### src/rtl/systolic_pkg.sv
// Shared types and sizing helpers for the systolic-array sequencer.
package systolic_pkg;

    typedef enum logic [2:0] {
        IDLE,
        CLEAR,
        FEED,
        DRAIN,
        WB,
        DONE
    } ctrl_state_t;

    // Read latency, skew fill across both array edges, and the MAC pipeline.
    function automatic int drain_cycles(int size, int rd_lat, int pe_lat);
        return rd_lat + 2 * (size - 1) + pe_lat;
    endfunction

    // The shared counter must hold the largest terminal count of any state.
    function automatic int cnt_width(int size, int rd_lat, int pe_lat);
        int d;
        int m;
        d = drain_cycles(size, rd_lat, pe_lat);
        m = (d > size) ? d : size;
        return $clog2(m + 1);
    endfunction

endpackage

### src/rtl/systolic_ctrl_delay_line.sv
// Resettable fixed-depth delay line; DEPTH = 0 is a plain wire.
module delay_line #(
    parameter int WIDTH = 1,
    parameter int DEPTH = 1
) (
    input  logic             clk,
    input  logic             rst,
    input  logic [WIDTH-1:0] d_i,
    output logic [WIDTH-1:0] q_o
);

    generate
        if (DEPTH == 0) begin : g_wire
            assign q_o = d_i;
        end else begin : g_pipe
            logic [DEPTH-1:0][WIDTH-1:0] pipe_q;

            always_ff @(posedge clk) begin
                if (rst) begin
                    pipe_q <= '0;
                end else begin
                    pipe_q[0] <= d_i;
                    for (int i = 1; i < DEPTH; i++) begin
                        pipe_q[i] <= pipe_q[i-1];
                    end
                end
            end

            assign q_o = pipe_q[DEPTH-1];
        end
    endgenerate

endmodule

### src/rtl/systolic_ctrl.sv
// Job sequencer for the SIZE x SIZE systolic matmul: clear, feed, drain, write back.
module systolic_ctrl
    import systolic_pkg::*;
#(
    parameter int SIZE   = 32,
    parameter int ADDR_W = $clog2(SIZE),
    parameter int RD_LAT = 1,
    parameter int PE_LAT = 1
) (
    input  logic              clk,
    input  logic              rst,
    input  logic              ap_start,
    output logic              ap_done,
    output logic              ap_idle,
    output logic              host_lock,
    output logic              acc_clr,
    output logic              rd_en,
    output logic [ADDR_W-1:0] rd_addr,
    output logic              feed_valid,
    output logic              out_shift,
    output logic              o_wr_en,
    output logic [ADDR_W-1:0] o_wr_addr
);

    localparam int DRAIN_CYC = drain_cycles(SIZE, RD_LAT, PE_LAT);
    localparam int CNT_W     = cnt_width(SIZE, RD_LAT, PE_LAT);
    localparam logic [CNT_W-1:0] ROW_LAST   = CNT_W'(SIZE - 1);
    localparam logic [CNT_W-1:0] DRAIN_LAST = CNT_W'(DRAIN_CYC - 1);

    ctrl_state_t       state_q, state_d;
    logic [CNT_W-1:0]  cnt_q, cnt_d;

    logic              done_q, idle_q, lock_q, clr_q, rd_en_q, wb_q;
    logic [ADDR_W-1:0] rd_addr_q, wr_addr_q;

    always_comb begin
        state_d = state_q;
        cnt_d   = cnt_q;
        case (state_q)
            IDLE: begin
                if (ap_start) state_d = CLEAR;
            end
            CLEAR: begin
                state_d = FEED;
                cnt_d   = '0;
            end
            FEED: begin
                if (cnt_q == ROW_LAST) begin
                    state_d = DRAIN;
                    cnt_d   = '0;
                end else begin
                    cnt_d = cnt_q + 1'b1;
                end
            end
            DRAIN: begin
                if (cnt_q == DRAIN_LAST) begin
                    state_d = WB;
                    cnt_d   = '0;
                end else begin
                    cnt_d = cnt_q + 1'b1;
                end
            end
            WB: begin
                if (cnt_q == ROW_LAST) begin
                    state_d = DONE;
                    cnt_d   = '0;
                end else begin
                    cnt_d = cnt_q + 1'b1;
                end
            end
            DONE:    state_d = IDLE;
            default: state_d = IDLE;
        endcase
    end

    // Strobes are decoded from the next state so every output comes straight off a flop.
    always_ff @(posedge clk) begin
        if (rst) begin
            state_q   <= IDLE;
            cnt_q     <= '0;
            done_q    <= 1'b0;
            idle_q    <= 1'b1;
            lock_q    <= 1'b0;
            clr_q     <= 1'b0;
            rd_en_q   <= 1'b0;
            wb_q      <= 1'b0;
            rd_addr_q <= '0;
            wr_addr_q <= '0;
        end else begin
            state_q <= state_d;
            cnt_q   <= cnt_d;
            done_q  <= (state_d == DONE);
            idle_q  <= (state_d == IDLE);
            lock_q  <= (state_d != IDLE);
            clr_q   <= (state_d == CLEAR);
            rd_en_q <= (state_d == FEED);
            wb_q    <= (state_d == WB);
            if (state_d == FEED) rd_addr_q <= ADDR_W'(cnt_d);
            if (state_d == WB)   wr_addr_q <= ADDR_W'(cnt_d);
        end
    end

    delay_line #(
        .WIDTH (1),
        .DEPTH (RD_LAT)
    ) u_feed_dly (
        .clk (clk),
        .rst (rst),
        .d_i (rd_en_q),
        .q_o (feed_valid)
    );

    assign ap_done   = done_q;
    assign ap_idle   = idle_q;
    assign host_lock = lock_q;
    assign acc_clr   = clr_q;
    assign rd_en     = rd_en_q;
    assign rd_addr   = rd_addr_q;
    assign out_shift = wb_q;
    assign o_wr_en   = wb_q;
    assign o_wr_addr = wr_addr_q;

endmodule
### config.mk
export PLATFORM = sky130hd
export DESIGN_NAME = systolic_ctrl
export DESIGN_NICKNAME = d
export VERILOG_FILES = /design/src/rtl/systolic_pkg.sv /design/src/rtl/systolic_ctrl_delay_line.sv /design/src/rtl/systolic_ctrl.sv
export SDC_FILE = /design/constraint.sdc
export NUM_CORES = 1
export LEC_CHECK = 0
export CAP_MARGIN = 10
export CORE_UTILIZATION = 40
export DETAILED_ROUTE_END_ITERATION = 12
export PLACE_DENSITY = 0.67
export SYNTH_ARGS = -nofsm -noshare
export SYNTH_HDL_FRONTEND = slang
export SYNTH_HIERARCHICAL = 1
export SYNTH_SLANG_ARGS = --single-unit
### constraint.sdc
create_clock -name clk -period 2.8 [get_ports clk]
set_clock_uncertainty 0.2 [all_clocks]
set_input_delay 0.42 -clock clk [delete_from_list [all_inputs] [get_ports clk]]
set_output_delay 0.42 -clock clk [all_outputs]
set_load 0.005 [all_outputs]
# ---- After elaboration in Yosys (flattened, before gate mapping)
# Index checks and enable logic that the tools add are counted.
dict set report word_totals {
  reg_bits 27
  inputBits 3
  output_inout_bits 18
  word_cells 36
}
dict set report classes {
  addsub 1
  eq_ne 10
  muxes 8
  reduce_logical 5
}
# op n
set op_table {}
lappend op_table {{$pmux 7 s3} 1}
lappend op_table {{$pmux 3 s5} 1}
lappend op_table {{$mux 7} 2}
lappend op_table {{$mux 3} 4}
lappend op_table {{$eq 3x2->1 const B} 3}
lappend op_table {{$eq 3x3->1 const B} 3}
lappend op_table {{$add 7x1->7 const B} 1}
lappend op_table {{$eq 7x5->1 const B} 1}
lappend op_table {{$eq 7x6->1 const B} 1}
lappend op_table {{$eq 3x1->1 const B} 2}
lappend op_table {{$logic_not 3->1} 2}
lappend op_table {{$reduce_bool 3->1} 2}
lappend op_table {{$reduce_or 2->1} 1}

# ---- Logic depth before layout (Yosys ltp)
dict set report depth {
  depth_word 4
  mapped_depth 7
  ltp_nobuf 6
}

# ---- Modules after synthesis
# The synthesis kept the hierarchy.
# module n_inst cells_per_inst area_each_um2 seq_area_each_um2
set modules_own_cells {}
lappend modules_own_cells {systolic_ctrl 1 162 1421.4 520.5}
lappend modules_own_cells {delay_line 1 2 33.8 20.0}

# ---- Least setup slack after synthesis
# No wires, ideal clock.
dict set report synth_timing {
  path_kind {flip-flop to flip-flop}
  start {reg cnt_q[1]}
  end {reg rd_addr_q[3] (netlist: rd_addr[3])}
  setup_ns 0.116
  arrival_time_ns 1.532
  setup_slack_ns 0.952
  path_stages_with_launch 8
  n_path_buf 1
  synth_period_minus_slack_ns 1.848
  cell_sequence {dfxtp_1 -> ha_1 -> and4_1 -> buf_6 -> nand2_2 -> o221a_4 -> and2_4 -> a2bb2oi_2}
}
dict set report synth_via {
  elab_chain_cells 4
  elab_cells_between_ends 11
  classes_between {1 x add/sub; 3 x eq/ne; 7 x mux}
}
# element line
set synth_rtl {}
lappend synth_rtl {{from (decl)} systolic_ctrl.sv:31} ;# logic [CNT_W-1:0] cnt_q, cnt_d;
lappend synth_rtl {{from (signal assigned)} systolic_ctrl.sv:91} ;# cnt_q <= cnt_d;
lappend synth_rtl {{parallel branches: the longest is 4 deep, another holds $add 7x1->7} -}
lappend synth_rtl {{to (signal assigned)} systolic_ctrl.sv:98} ;# if (state_d == FEED) rd_addr_q <= ADDR_W'(cnt_d);
lappend synth_rtl {{to (decl)} systolic_ctrl.sv:34} ;# logic [ADDR_W-1:0] rd_addr_q, wr_addr_q;
# Several ways; the timed one is not identified.
# A chain may end at the register's enable or synchronous reset.

# ---- Worst setup path in the final report
dict set report layout_timing {
  start {reg cnt_q[0]}
  end {reg wr_addr_q[1] (netlist: o_wr_addr[1])}
}
dict set report layout_via {
  elab_chain_cells 4
  elab_cells_between_ends 11
  classes_between {1 x add/sub; 3 x eq/ne; 7 x mux}
}
# element line
set layout_rtl {}
lappend layout_rtl {{parallel branches: the longest is 4 deep, another holds $add 7x1->7} -}
lappend layout_rtl {{to (signal assigned)} systolic_ctrl.sv:99} ;# if (state_d == WB) wr_addr_q <= ADDR_W'(cnt_d);
lappend layout_rtl {{to (decl)} systolic_ctrl.sv:34}
# Several ways; the timed one is not identified.

==> results.yml <==
detailed_routing:
  drc: 0
  wire_per_inst_um: 13.9
  wl_um: 3080
  viasPerCell: 5.37
  drt_iter0_markers: 40
  drt_pass1_iterations: 4
  antenna_left: 0
  routed-via-count: 1186
floorplan:
  die_w_um: 62.3
  initial_core_util_pct: 42.6
  core_area_mm2: 0.00342
  ioPinCount: 21
  die_area_mm2: 0.00388
  core.rowCount: 21
  die_h_um: 62.3
power:
  vdd_drop_max_uv: 363
  p_leak_uw: 0.000615
  p_per_area_mw_per_mm2: 411
synthesis:
  synthTopCellsByArea: "dfxtp_1 37%, nor2_1 4.1%, nor2b_1 3.4%"
  synth_edf_count: 0
  yosys_warnings: 6
  ys_seq_area_share_pct: 37.1
  yosysMostFrequentCell: "dfxtp_1"
  async_reset_ff_share_pct: 0
  syn_area_per_cell_um2: 8.87
  syn_nets: 168
  synth_top_cell_area_share_pct: 37.1
  ys_ff_latch: 27
  synth_common_cells: "27 x dfxtp_1, 16 x nor2_1, 9 x a21oi_1, 8 x nor2b_1"
  syn_area_mm2: 0.00146
  yosys.area.top_type: "dfxtp_1"
  netlist_instances: 164
  synth_ff_type: "dfxtp_1"
  ys_types: 55
global_routing:
  grt_antenna_before_repair: 0
  grt_pass1_vias: 1147
  grt_max_degree: 23
  gr-total-overflow: 0
  grt_use_total_pct: 17.0
  grt_pass1_wl_um: 5330
critical_path:
  crit_buf_inv: 0
  cp-end-kind: "flop"
  cp.arrival_ns: 2.29
  cp_slowest_cell: "dfxtp_1"
  path_delay_family: "compound AO/OA/AOI/OAI gates"
  critPathRequiredTime_ns: 2.83
  critical-path-max-stage-delay_ns: 0.51
  startpoint_type: "flop"
  cp_max_fo: 10
  worst-setup-path-type: "reg2reg"
  cp_cell_sequence: "ha_1 > and4_1 > nand3b_1 > a32o_1 > a21oi_1 > a211oi_1"
clock_tree:
  path_clk_slew_ns: 0.15
  numCtsBuffers: 3
  clockRootBuffer: "clkbuf_4"
  cts_tree: "yes"
  ctsHoldBuffers: 0
  cts-resized-gates: 0
  clk_latency_ns: 0.32
  cts_setup_buffers: 0
  clock_sink_count: 27
  clockBufferDepth: 2
  h-tree-depth: 1
finish:
  finalNetCount: 180
  area_growth_pct: 13.8
  final_area_mm2: 0.00166
  antenna_cells: 0
  drive_gt1_share_pct: 13.7
  ff_latch_area_um2: 541
  fillerInstances: 349
  fin_util_pct: 48.5
  multi_input_area_um2: 790
timing:
  finalSetupTns_ns: 0
  hold_violations: 0
  setup_viol: 0
  tightestPinTransition_ns: 0.696
  slew_violations: 0
  rsz0062_at_grt: "false"
  fin_crit_sh_pct: 80.8
  slew_headroom_pct: 53.5
  whs_ns: 0.275
  clock.fmax_ghz: 0.442
  min_period_ns: 2.26
  fin_ws_ns: 0.536
worst_hold_path:
  hp-class: "reg2reg"
placed_design:
  hpwl_um: 2200
  gp_congestion: 0.899
  io_buffers: 20
  preCtsSetupSlack_ns: 0.574
  place_area_mm2: 0.00163
status:
  status: "complete, no violations"
run:
  cap_violations: 0
[registers in the layout (all words and copies together) (netlist names)]
register / flops
rd_en: 1
cnt_q: 7
state_q: 3
acc_clr: 1
ap_done: 1
ap_idle: 1
u_feed_dly/q_o: 1
rd_addr: 5
o_wr_en: 1
host_lock: 1
o_wr_addr: 5
[cells by family after synthesis]
kind of cell,Yosys count,synth area share (%)
muxes,3,2.06
buffers and inverters,21,8.60
xor gates and xnor gates,3,1.81
and+or+nand+nor,68,27.9
adders and majority gates,1,0.860
DFF,27,37.1
AOI/OAI and AO/OA,41,21.6
[worst register-to-register path, delay by kind of cell (launching register included)]
kind / cells / cell delay, ns
AO/OA/AOI/OAI: 3 / 0.56
adder cells (fa/ha/maj): 1 / 0.34
flip-flops: 1 / 0.51
AND/OR/NAND/NOR: 2 / 0.56
[final timing paths]
kind / slack [ns] / endpoint / startpoint / depth (start not counted)
min: 0.28 / u_feed_dly/q_o / rd_en / 1
min reg2reg: 0.28 / u_feed_dly/q_o / rd_en / 1
max reg2reg: 0.54 / o_wr_addr[1] / cnt_q[0] / 6
max: 0.54 / o_wr_addr[1] / cnt_q[0] / 6
[power by group]
part           switching, uW  internal (uW)
Sequential              19.7            397
Combinational           42.1           48.4
Clock                    118           54.6
[stage by stage]
stage,instances,total power (uW)
finish,221,680
global placement,217,514
CTS,221,687
floorplan,164,482
detailed placement,217,516
global route,221,720
[layer usage]
layer | global-route usage, % | vias up | wire length (um)
met5 | 0 | - | 0
met4 | 1.74 | 0 | 18
met3 | 3.86 | 2 | 125
met2 | 29.8 | 26 | 1530
met1 | 22.0 | 563 | 1410
li1 | - | 595 | -
[cell usage in the layout, fill, tap and decap left out, drive strengths merged, types with 3 or more instances in the layout]
cell type and count:
nand2 7, nand3b 5, clkdlybuf4s50 20, nor2b 9, dfxtp 27, a21oi 10, o21a 3, xnor2 3
nand2b 3, nor3 6, or2 3, mux2i 3, clkbuf 3, and2 3, o21ai 5, a31oi 5
a211oi 4, inv 6, nor2 18
[final cells by class]
class / instances / area share [%]
clock buffer: 3 / 1.36
clock inverter: 1 / 0.454
inverter: 6 / 1.36
multi-input combinational: 116 / 47.7
sequential: 27 / 32.7
tap: 46 / 3.48
timing repair buffer: 22 / 13.0
(Power assumes the default switching activity.)
